<file path="src/rtl/uart_reg_slave.sv">
// uart_reg_slave: command/response register slave with 8 RW control bytes
// (0x00-0x07 -> ctrl_out) and 8 RO status bytes (0x08-0x0F <- status_in).
// Each command passes IDLE -> (WAIT) -> ACCEPT, and reads add a RESP cycle.
// ACCEPT_WAIT inserts 0-15 wait cycles before the accept pulse.
// Optional feature macro: UART_REG_ERRCNT_EN adds a saturating error
// counter at 0x10 that counts accesses to unmapped addresses.
module uart_reg_slave #(
  parameter int unsigned ACCEPT_WAIT = 0
) (
  input  logic        clk,
  input  logic        reset,
  input  logic [2:0]  uart_MCmd,
  input  logic [7:0]  uart_MAddr,
  input  logic [7:0]  uart_MData,
  output logic        uart_SCmdAccept,
  output logic [7:0]  uart_SData,
  output logic [1:0]  uart_SResp,
  output logic [63:0] ctrl_out,
  input  logic [63:0] status_in,
  output logic        wr_stb,
  output logic [2:0]  wr_addr
);

  typedef enum logic [1:0] {
    IDLE   = 2'd0,
    WAIT   = 2'd1,
    ACCEPT = 2'd2,
    RESP   = 2'd3
  } state_t;

  localparam logic [2:0] CMD_WR    = 3'b001;
  localparam logic [2:0] CMD_RD    = 3'b010;
  localparam logic [1:0] RESP_NONE = 2'b00;
  localparam logic [1:0] RESP_DVA  = 2'b01;
  localparam logic [1:0] RESP_ERR  = 2'b11;
  // Counter preload; a zero wait never enters WAIT, so the value is unused then.
  localparam logic [3:0] WAIT_LOAD = (ACCEPT_WAIT > 0) ? 4'(ACCEPT_WAIT - 1) : 4'd0;

  state_t      state_q, state_d;
  logic [3:0]  cnt_q, cnt_d;
  logic        accept_q, accept_d;
  logic        wr_stb_q, wr_stb_d;
  logic [2:0]  wr_addr_q, wr_addr_d;
  logic [63:0] ctrl_q, ctrl_d;
  logic [1:0]  resp_q, resp_d;
  logic [7:0]  sdata_q, sdata_d;
  // Read result captured at the accept edge, presented in the RESP cycle.
  logic        pend_rd_q, pend_rd_d;
  logic [1:0]  pend_resp_q, pend_resp_d;
  logic [7:0]  pend_data_q, pend_data_d;
`ifdef UART_REG_ERRCNT_EN
  logic [7:0]  errcnt_q, errcnt_d;
`endif

  logic        is_wr, is_rd, do_accept;
  logic        addr_rw, addr_ro, addr_unmapped;

  logic [7:0]  ctrl_byte   [8];
  logic [7:0]  status_byte [8];

  // Byte views of the control and status words for the read mux.
  for (genvar gi = 0; gi < 8; gi++) begin : g_bytes
    assign ctrl_byte[gi]   = ctrl_q[8*gi +: 8];
    assign status_byte[gi] = status_in[8*gi +: 8];
  end

  assign is_wr   = (uart_MCmd == CMD_WR);
  assign is_rd   = (uart_MCmd == CMD_RD);
  assign addr_rw = (uart_MAddr[7:3] == 5'd0);
  assign addr_ro = (uart_MAddr[7:3] == 5'd1);
`ifdef UART_REG_ERRCNT_EN
  assign addr_unmapped = (uart_MAddr[7:4] != 4'd0) && (uart_MAddr != 8'h10);
`else
  assign addr_unmapped = (uart_MAddr[7:4] != 4'd0);
`endif

  // Next-state logic plus the command side effects committed at the accept edge.
  always_comb begin
    state_d     = state_q;
    cnt_d       = cnt_q;
    accept_d    = 1'b0;
    wr_stb_d    = 1'b0;
    wr_addr_d   = wr_addr_q;
    ctrl_d      = ctrl_q;
    resp_d      = RESP_NONE;
    sdata_d     = 8'h00;
    pend_rd_d   = pend_rd_q;
    pend_resp_d = pend_resp_q;
    pend_data_d = pend_data_q;
    do_accept   = 1'b0;
`ifdef UART_REG_ERRCNT_EN
    errcnt_d    = errcnt_q;
`endif

    case (state_q)
      IDLE: begin
        if (is_wr || is_rd) begin
          if (ACCEPT_WAIT > 0) begin
            state_d = WAIT;
            cnt_d   = WAIT_LOAD;
          end else begin
            state_d   = ACCEPT;
            do_accept = 1'b1;
          end
        end
      end
      WAIT: begin
        if (cnt_q == 4'd0) begin
          state_d   = ACCEPT;
          do_accept = 1'b1;
        end else begin
          cnt_d = cnt_q - 4'd1;
        end
      end
      ACCEPT: begin
        cnt_d = 4'd0;
        if (pend_rd_q) begin
          state_d = RESP;
          resp_d  = pend_resp_q;
          sdata_d = pend_data_q;
        end else begin
          state_d = IDLE;
        end
      end
      RESP: begin
        state_d = IDLE;
      end
      default: begin
        state_d = IDLE;
        cnt_d   = 4'd0;
      end
    endcase

    if (do_accept) begin
      accept_d    = 1'b1;
      pend_rd_d   = is_rd;
      pend_resp_d = RESP_NONE;
      pend_data_d = 8'h00;
      if (is_wr && addr_rw) begin
        ctrl_d[{uart_MAddr[2:0], 3'b000} +: 8] = uart_MData;
        wr_stb_d  = 1'b1;
        wr_addr_d = uart_MAddr[2:0];
      end
      if (is_rd) begin
        if (addr_rw) begin
          pend_resp_d = RESP_DVA;
          pend_data_d = ctrl_byte[uart_MAddr[2:0]];
        end else if (addr_ro) begin
          pend_resp_d = RESP_DVA;
          pend_data_d = status_byte[uart_MAddr[2:0]];
        end else if (addr_unmapped) begin
          pend_resp_d = RESP_ERR;
        end
`ifdef UART_REG_ERRCNT_EN
        else begin
          pend_resp_d = RESP_DVA;
          pend_data_d = errcnt_q;
        end
`endif
      end
`ifdef UART_REG_ERRCNT_EN
      if (addr_unmapped && (is_wr || is_rd)) begin
        if (errcnt_q != 8'hFF) errcnt_d = errcnt_q + 8'd1;
      end else if (is_wr && (uart_MAddr == 8'h10)) begin
        errcnt_d = 8'h00;
      end
`endif
    end
  end

  // State and output registers; reset aborts any transaction in flight.
  always_ff @(posedge clk) begin
    if (reset) begin
      state_q     <= IDLE;
      cnt_q       <= 4'd0;
      accept_q    <= 1'b0;
      wr_stb_q    <= 1'b0;
      wr_addr_q   <= 3'd0;
      ctrl_q      <= 64'd0;
      resp_q      <= RESP_NONE;
      sdata_q     <= 8'h00;
      pend_rd_q   <= 1'b0;
      pend_resp_q <= RESP_NONE;
      pend_data_q <= 8'h00;
`ifdef UART_REG_ERRCNT_EN
      errcnt_q    <= 8'h00;
`endif
    end else begin
      state_q     <= state_d;
      cnt_q       <= cnt_d;
      accept_q    <= accept_d;
      wr_stb_q    <= wr_stb_d;
      wr_addr_q   <= wr_addr_d;
      ctrl_q      <= ctrl_d;
      resp_q      <= resp_d;
      sdata_q     <= sdata_d;
      pend_rd_q   <= pend_rd_d;
      pend_resp_q <= pend_resp_d;
      pend_data_q <= pend_data_d;
`ifdef UART_REG_ERRCNT_EN
      errcnt_q    <= errcnt_d;
`endif
    end
  end

  assign uart_SCmdAccept = accept_q;
  assign uart_SData      = sdata_q;
  assign uart_SResp      = resp_q;
  assign ctrl_out        = ctrl_q;
  assign wr_stb          = wr_stb_q;
  assign wr_addr         = wr_addr_q;

endmodule

</file>
<file path="config.mk">
export PLATFORM = sky130hd
export DESIGN_NAME = uart_reg_slave
export DESIGN_NICKNAME = d
export VERILOG_FILES = /design/src/rtl/uart_reg_slave.sv
export SDC_FILE = /design/constraint.sdc
export NUM_CORES = 1
export LEC_CHECK = 0
export BUFFER_PORTS_ARGS = -buffer_cell sky130_fd_sc_hd__buf_2
export CAP_MARGIN = 10
export CORE_MARGIN = 8
export CORE_UTILIZATION = 38
export DETAILED_ROUTE_END_ITERATION = 16
export GPL_ROUTABILITY_DRIVEN = 0
export SETUP_SLACK_MARGIN = 0.02
export SLEW_MARGIN = 10
export SYNTH_ARGS = -nofsm -noshare
export SYNTH_HDL_FRONTEND = slang
export SYNTH_SLANG_ARGS = --single-unit
</file>
<file path="constraint.sdc">
create_clock -name clk -period 3.9 [get_ports clk]
set_input_delay 0 -clock clk [delete_from_list [all_inputs] [get_ports clk]]
set_output_delay 0 -clock clk [all_outputs]
set_load 0.005 [all_outputs]
</file>
==> results of run 1 <==
==> state kept, by name, indices dropped and copies added, names as in the netlist <==
signal	count
wr_stb	1
state_q	2
cnt_q	4
pend_rd_q	1
pend_resp_q	2
uart_SCmdAccept	1
uart_SData	8
uart_SResp	2
pend_data_q	8
wr_addr	3
ctrl_out	64
==> repair_timing <==
action	4_1_cts	5_1_grt
gates resized for setup	0	0
endpoints found under the hold margin	2	0
hold buffers	2	0
==> cells in the final DEF, fill, tap and decap left out, drive strengths merged, types with 2 or more instances in the layout <==
cell and instances:
a22oi 2, a32o 8, nand4 47, o21ai 8, and4 4, clkbuf 13
nor4 6, nor2 8, nor3b 3, or3b 2, o31ai 42, nor4b 4
buf 175, clkinv 4, nand3 23, mux4 32, nor4bb 2, inv 4
and2 11, ha 5, dfxtp 96, or4 3, nand2 72, mux2i 24
dlygate4sd3 2, nor3 4, a21oi 51
==> worst max-delay path by stage <==
stage	start	endpoint	slack, ps	cells past startpoint
CTS	cnt_q[0]	ctrl_out[8]	1150	7
global route	cnt_q[0]	ctrl_out[25]	880	7
finish	cnt_q[0]	ctrl_out[8]	1080	7
detailed placement	uart_MAddr[2]	ctrl_out[45]	1150	7
global placement	cnt_q[0]	ctrl_out[16]	1290	6
floorplan	uart_MAddr[1]	ctrl_out[15]	1310	11
==> stage by stage <==
step                      hold WS (ps)  cell area (um^2)  total power [uW]  instances
after floorplan                    154              5130              1160        527
after global placement             351              6000              1250        825
after detailed placement           359              6000              1250        825
after CTS                         1.00              6330              2160        842
after global routing              21.0              6330              2220        843
final                             9.88              6330              2140        843
==> routing by layer <==
metal / track usage, % / wire, um
met5: 0 / 0
met2: 32.5 / 8490
met4: 6.69 / 309
met3: 5.53 / 1840
met1: 25.9 / 7700
==> report_power, final <==
group          total (uW)  leakage [uW]  switching [uW]  internal [uW]
clock                 908      0.000148             362            546
combinational         250       0.00167             158           91.6
sequential            985      0.000773            3.30            982
total                2140       0.00259             523           1620
==> worst min-delay path: stages <==
cell and delay [ps]:
buf_2 160, nand4_1 80, a21oi_1 60
==> kinds of logic after synthesis <==
kind of cell,after synthesis,synth area share [%]
simple gates,193,21.2
compound gates,115,15.4
flops,96,37.5
buf+inv,61,5.80
mux,56,18.7
fa+ha+maj,5,1.22
xor+xnor,1,0.171
==> layout make-up <==
cell class                      instances  area, um^2
Antenna cell                            1        2.50
Clock buffer                           13         270
Clock inverter                          2        37.5
Fill cell                            1258        6860
Inverter                                8        30.0
Multi-Input combinational cell        370        2920
Sequential cell                        96        1920
Tap cell                              176         220
Timing Repair Buffer                  177         926
==> impl_metrics.csv, run 1 <==
group,metric,value,unit
critical_path,reg2reg_depth,7,
pwr,pwr_density_cell,339,nW/um^2
logic_synthesis,synth_fp_nets,617,
pwr,vdd_drop_max,0.225,mV
route,dr.first_iter.drc_count,462,
place,io_buffer_count,163,
sta,tightest_slew,954,ps
sta,setup_tns,0,ps
logic_synthesis,synth_cell_types,44,
critical_path,max_stage_delay,700,ps
logic_synthesis,synth_common_cells,"dfxtp_1 (96), nand2_1 (72), a21oi_1 (51)",
cts,clkLatencyLatePin,340,ps
logic_synthesis,synthTopCellsByArea,"dfxtp_1 (37%), mux4_2 (14%), nand4_1 (5.5%)",
critical_path,cp_data_arrival_time,3090,ps
global_route,grt_pass1_vias,4895,
critical_path,rr_endpoint,"ctrl_out[8]",
route,route.detailed.drc,0,
cts,cts_buffers,9,
pwr,p_leak,0.00259,uW
route,vias,5019,
cts,clockBufferDepth,2,
layout,post-route-util,48.0,%
global_route,grt-ovfl-total,0,
die,die_w,132,um
sta,finalSetupViolations,0,
job,max_cap_viol_count,0,
critical_path,r2r_slack,1080,ps
critical_path,required,4160,ps
die,rows,42,
critical_path,crit_buf_inv,2,
die,dieArea,17500,um^2
global_route,grt_max_degree,57,
logic_synthesis,avgSynthCellArea,9.73,um^2
hold_path,hold_path_depth,3,
logic_synthesis,syn_area,5130,um^2
logic_synthesis,async_flop_share,0,%
die,core_area,13200,um^2
critical_path,r2r-start,"cnt_q[0]",
die,pin_count,164,
critical_path,cp_cell_sequence,"inv_1 > ha_1 > nor3b_1 > a22o_1 > buf_4 > nand4_1 > a21oi_1",
route,wire_per_inst,21.7,um
sta,rsz0062_at_grt,"no",
hold_path,hold_class,"input port to register",
critical_path,worstSetupPathType,"register to register",
logic_synthesis,syn_inst,527,
sta,clock_skew,8.67,ps
critical_path,end_kind,"register",
cts,cts_setup_buffers,0,
layout,drive_above_1_share,36.2,%
critical_path,cp_top_family,"simple AND/OR/NAND/NOR gates",
critical_path,cp_max_fo,40,
sta,timing.fmax,0.354,GHz
critical_path,cp_slowest_cell,"nor3b_1",
sta,fin_crit_sh,72.3,%
global_route,grt_antenna_before_repair,1,
logic_synthesis,ys_warn_count,0,
logic_synthesis,synth_seq_cells,96,
logic_synthesis,yosysSeqAreaShare,37.5,%
global_route,grt_use_total,20.3,%
logic_synthesis,netlist.top_cell.by_area,"dfxtp_1",
layout,area_growth,23.4,%
cts,cts-root-buf,"clkbuf_16",
cts,ctsHtreeMaxLevel,3,
die,initial_core_util,38.9,%
route,final_antenna_net_count,0,
hold_path,hold_path_end,"ctrl_out[55]",
cts,cts_sinks,96,
logic_synthesis,synthFlopType,"dfxtp_1",
place,dp_hpwl,13700,um
run_status,status,"completed",
sta,max_slew_margin,36.3,%
critical_path,cp-start-kind,"register",
hold_path,min-delay-start,"uart_MData[7]",
cts,cts.reportedPaths.clkPinSlew,60,ps
route,dr.pass1.iters,5,
cts,tritoncts,"yes",
die,die_height,132,um
route,via_per_inst,5.95,
sta,period_minus_slack,2820,ps
logic_synthesis,synth.top_cell.area_share,37.5,%
logic_synthesis,synth-edff-count,0,
route,wl,18300,um
sta,slew_violations,0,
sta,hold_violations,0,
place,dp_slack,1150,ps
layout,layout.nets,752,
sta,setup_slack,1080,ps
logic_synthesis,synth_most_common_cell,"dfxtp_1",
global_route,grt_pass1_wl,28400,um
Note: power is estimated with default switching activity, not from simulation.
==> run 2, diff against run 1 <==
--- a/config.mk
+++ b/config.mk
@@ -5,6 +5,7 @@
 export SDC_FILE = /design/constraint.sdc
 export NUM_CORES = 1
 export LEC_CHECK = 0
+export ABC_AREA = 1
 export BUFFER_PORTS_ARGS = -buffer_cell sky130_fd_sc_hd__buf_2
 export CAP_MARGIN = 10
 export CORE_MARGIN = 8
==> constraint.sdc (replaced) <==
create_clock -name clk -period 2.45 [get_ports clk]
set_input_delay 0 -clock clk [delete_from_list [all_inputs] [get_ports clk]]
set_output_delay 0 -clock clk [all_outputs]
set_load 0.005 [all_outputs]
==> run 2 against run 1 <==
Effect of this change: global-route usage is essentially flat; sequential power grew 59%; flip-flop and latch count is the same; worst setup slack lost 400 ps; routed wire length grew 5.0%; maximum frequency grew 59%; synthesized area grew 7.5%; clock power grew 51%; first-iteration DRC count shrank 20%; via count grew 19%.
==> impl_metrics.csv, run 2 <==
group,metric,value,unit
logic_synthesis,ys_warn_count,0,
cts,clockBufferDepth,2,
die,core_area,14400,um^2
critical_path,required,2690,ps
global_route,grt-ovfl-total,0,
sta,rsz0062_at_grt,"no",
critical_path,rr_endpoint,"ctrl_out[37]",
route,dr.pass1.iters,5,
sta,hold_ws,10.4,ps
sta,clock_skew,7.24,ps
layout,final_cell_area,6660,um^2
layout,diodes,0,
die,die_w,136,um
pwr,pwr_density_cell,511,nW/um^2
logic_synthesis,synthMuxAreaShare,0,%
critical_path,reg2reg_depth,9,
critical_path,critPathCapture,"ctrl_out[37]",
cts,tritoncts,"yes",
place,io_buffer_count,163,
logic_synthesis,synth_fa_ha_area_share,1.13,%
critical_path,critPathLaunch,"cnt_q[0]",
layout,final_cells,1200,
global_route,grt_antenna_before_repair,0,
pwr,vdd_drop_max,0.426,mV
logic_synthesis,synth-edff-count,0,
logic_synthesis,synth_compound_area_share,7.26,%
route,vias,5989,
sta,tightest_slew,738,ps
global_route,grt_max_degree,72,
logic_synthesis,synth_most_common_cell,"nand2_1",
sta,finalSetupViolations,0,
pwr,swShare,28.8,%
route,wire_per_inst,16.0,um
place,dp_hpwl,14300,um
logic_synthesis,synth_cell_types,33,
critical_path,worstSetupPathType,"register to register",
logic_synthesis,synthTopCellsByArea,"dfxtp_1 (35%), nand2_1 (16%), nand3_1 (16%)",
die,die_height,136,um
place,dp_slack,430,ps
die,initial_core_util,38.4,%
cts,cts_sinks,96,
die,dieArea,18600,um^2
logic_synthesis,netlist.top_cell.by_area,"dfxtp_1",
layout,layout_common_cells,"nand2_1 (235), nand3_1 (172), buf_2 (163)",
die,rows,44,
global_route,grt_pass1_wl,29800,um
critical_path,cp-start-kind,"register",
logic_synthesis,yosysSeqAreaShare,34.9,%
global_route,grt_use_total,20.3,%
place,dp_cells,1182,
pwr,comb_power_share,13.8,%
logic_synthesis,synthSimpleGateAreaFrac,44.7,%
logic_synthesis,synth_top_family_by_area,"simple AND/OR/NAND/NOR gates",
logic_synthesis,synth_seq_cells,96,
route,dr.first_iter.drc_count,370,
critical_path,cp_max_fo,64,
cts,cts_setup_buffers,0,
route,route.detailed.drc,0,
route,wl,19200,um
pwr,p_int,2420,uW
logic_synthesis,syn_area,5510,um^2
sta,slew_violations,0,
cts,cts-root-buf,"clkbuf_16",
run_status,status,"completed",
global_route,grt_pass1_vias,5629,
cts,cts.reportedPaths.clkPinSlew,70,ps
pwr,p_seq_share,46.0,%
critical_path,r2r_slack,670,ps
layout,drive_above_1_share,22.1,%
layout,final_common_cell,"nand2_1",
pwr,p_switching,979,uW
route,final_antenna_net_count,0,
cts,ctsHtreeMaxLevel,3,
sta,setup_tns,0,ps
layout,area_growth,20.8,%
cts,clkLatencyLatePin,350,ps
job,max_cap_viol_count,0,
hold_path,hold_class,"input port to register",
logic_synthesis,synth_fp_nets,969,
sta,setup_slack,674,ps
logic_synthesis,async_flop_share,0,%
pwr,p_leak,0.00312,uW
place,place_area,6350,um^2
critical_path,r2r-start,"cnt_q[0]",
critical_path,cp_data_arrival_time,2020,ps
sta,fin_crit_sh,72.5,%
logic_synthesis,syn_inst,879,
logic_synthesis,synthFlopType,"dfxtp_1",
logic_synthesis,synth.top_cell.area_share,34.9,%
layout,largest_reg_flops,64,
cts,cts_buffers,9,
logic_synthesis,avgSynthCellArea,6.27,um^2
logic_synthesis,synth-xor-area-share,0.159,%
pwr,p_clk_share,40.2,%
sta,timing.fmax,0.563,GHz
sta,hold_violations,0,
layout,layout.nets,1101,
die,pin_count,164,
critical_path,end_kind,"register",
logic_synthesis,synth_common_cells,"nand2_1 (235), nand3_1 (172), dfxtp_1 (96)",
sta,period_minus_slack,1780,ps
route,via_per_inst,4.99,
sta,max_slew_margin,50.8,%
[run 2: changes by cell type after synthesis, sizes merged, moves of 35 or more]
cell / delta
o31ai: -42
nor2: +68
nand2: +173
inv: +85
nand4: -35
nand3: +149
[run 2: timing repair]
action                    CTS  global route
hold endpoints to repair    2             0
gates resized for setup     0             0
hold buffers                2             0
[run 2: per-layer routing]
layer	share of wire (%)	vias up	track usage [%]
met5	0	-	0
met1	46	2649	26.7
li1	-	3103	-
met3	8.5	23	5.06
met4	1.8	0	5.92
met2	44	214	32.1
[run 2: per-stage QoR]
step	power, uW	util, %
after floorplan	1900	-
after global placement	2060	44.2
after detailed placement	2060	44.2
after CTS	3420	46.4
after global routing	3530	46.4
final	3400	46.4
[run 2: cell type report]
type / instances / area, um^2
Tap cell: 184 / 230
Multi-Input combinational cell: 636 / 2940
Inverter: 90 / 348
Fill cell: 1561 / 7710
Sequential cell: 96 / 1920
Clock inverter: 7 / 63.8
Clock buffer: 9 / 225
Timing Repair Buffer: 178 / 933
[run 2: cells by family (layout without fill, tap and decap cells)]
group | count (synthesis) | in the layout
compound gates | 79 | 79
fa+ha+maj | 5 | 5
xor+xnor | 1 | 1
buf+inv | 147 | 284
flops | 96 | 96
simple gates | 551 | 551
[run 2: worst max-delay path, stage by stage (launching register included)]
cell and delay [ps]:
dfxtp_1 320, inv_1 90, ha_1 170, nand4_1 120, nand2_2 140, nand2_4 80
inv_8 260, nand2_2 240, a21oi_1 180, nor2_1 50
[run 2: worst min path at each step]
stage | cells after the start | end | startpoint
5_1_grt | 3 | ctrl_out[2] | uart_MData[2]
6_report | 3 | ctrl_out[2] | uart_MData[2]
3_5_place_dp | 3 | ctrl_out[6] | uart_MData[6]
3_3_place_gp | 3 | ctrl_out[6] | uart_MData[6]
2_1_floorplan | 2 | ctrl_out[34] | uart_MData[2]
4_1_cts | 3 | ctrl_out[4] | uart_MData[4]
[run 2: power groups by stage]
stage | sequential, uW | combinational, uW | clock (uW)
detailed placement | 1600 | 462 | 0
global placement | 1600 | 462 | 0
floorplan | 1600 | 302 | 0
finish | 1570 | 469 | 1370
CTS | 1560 | 467 | 1390
global route | 1570 | 524 | 1450
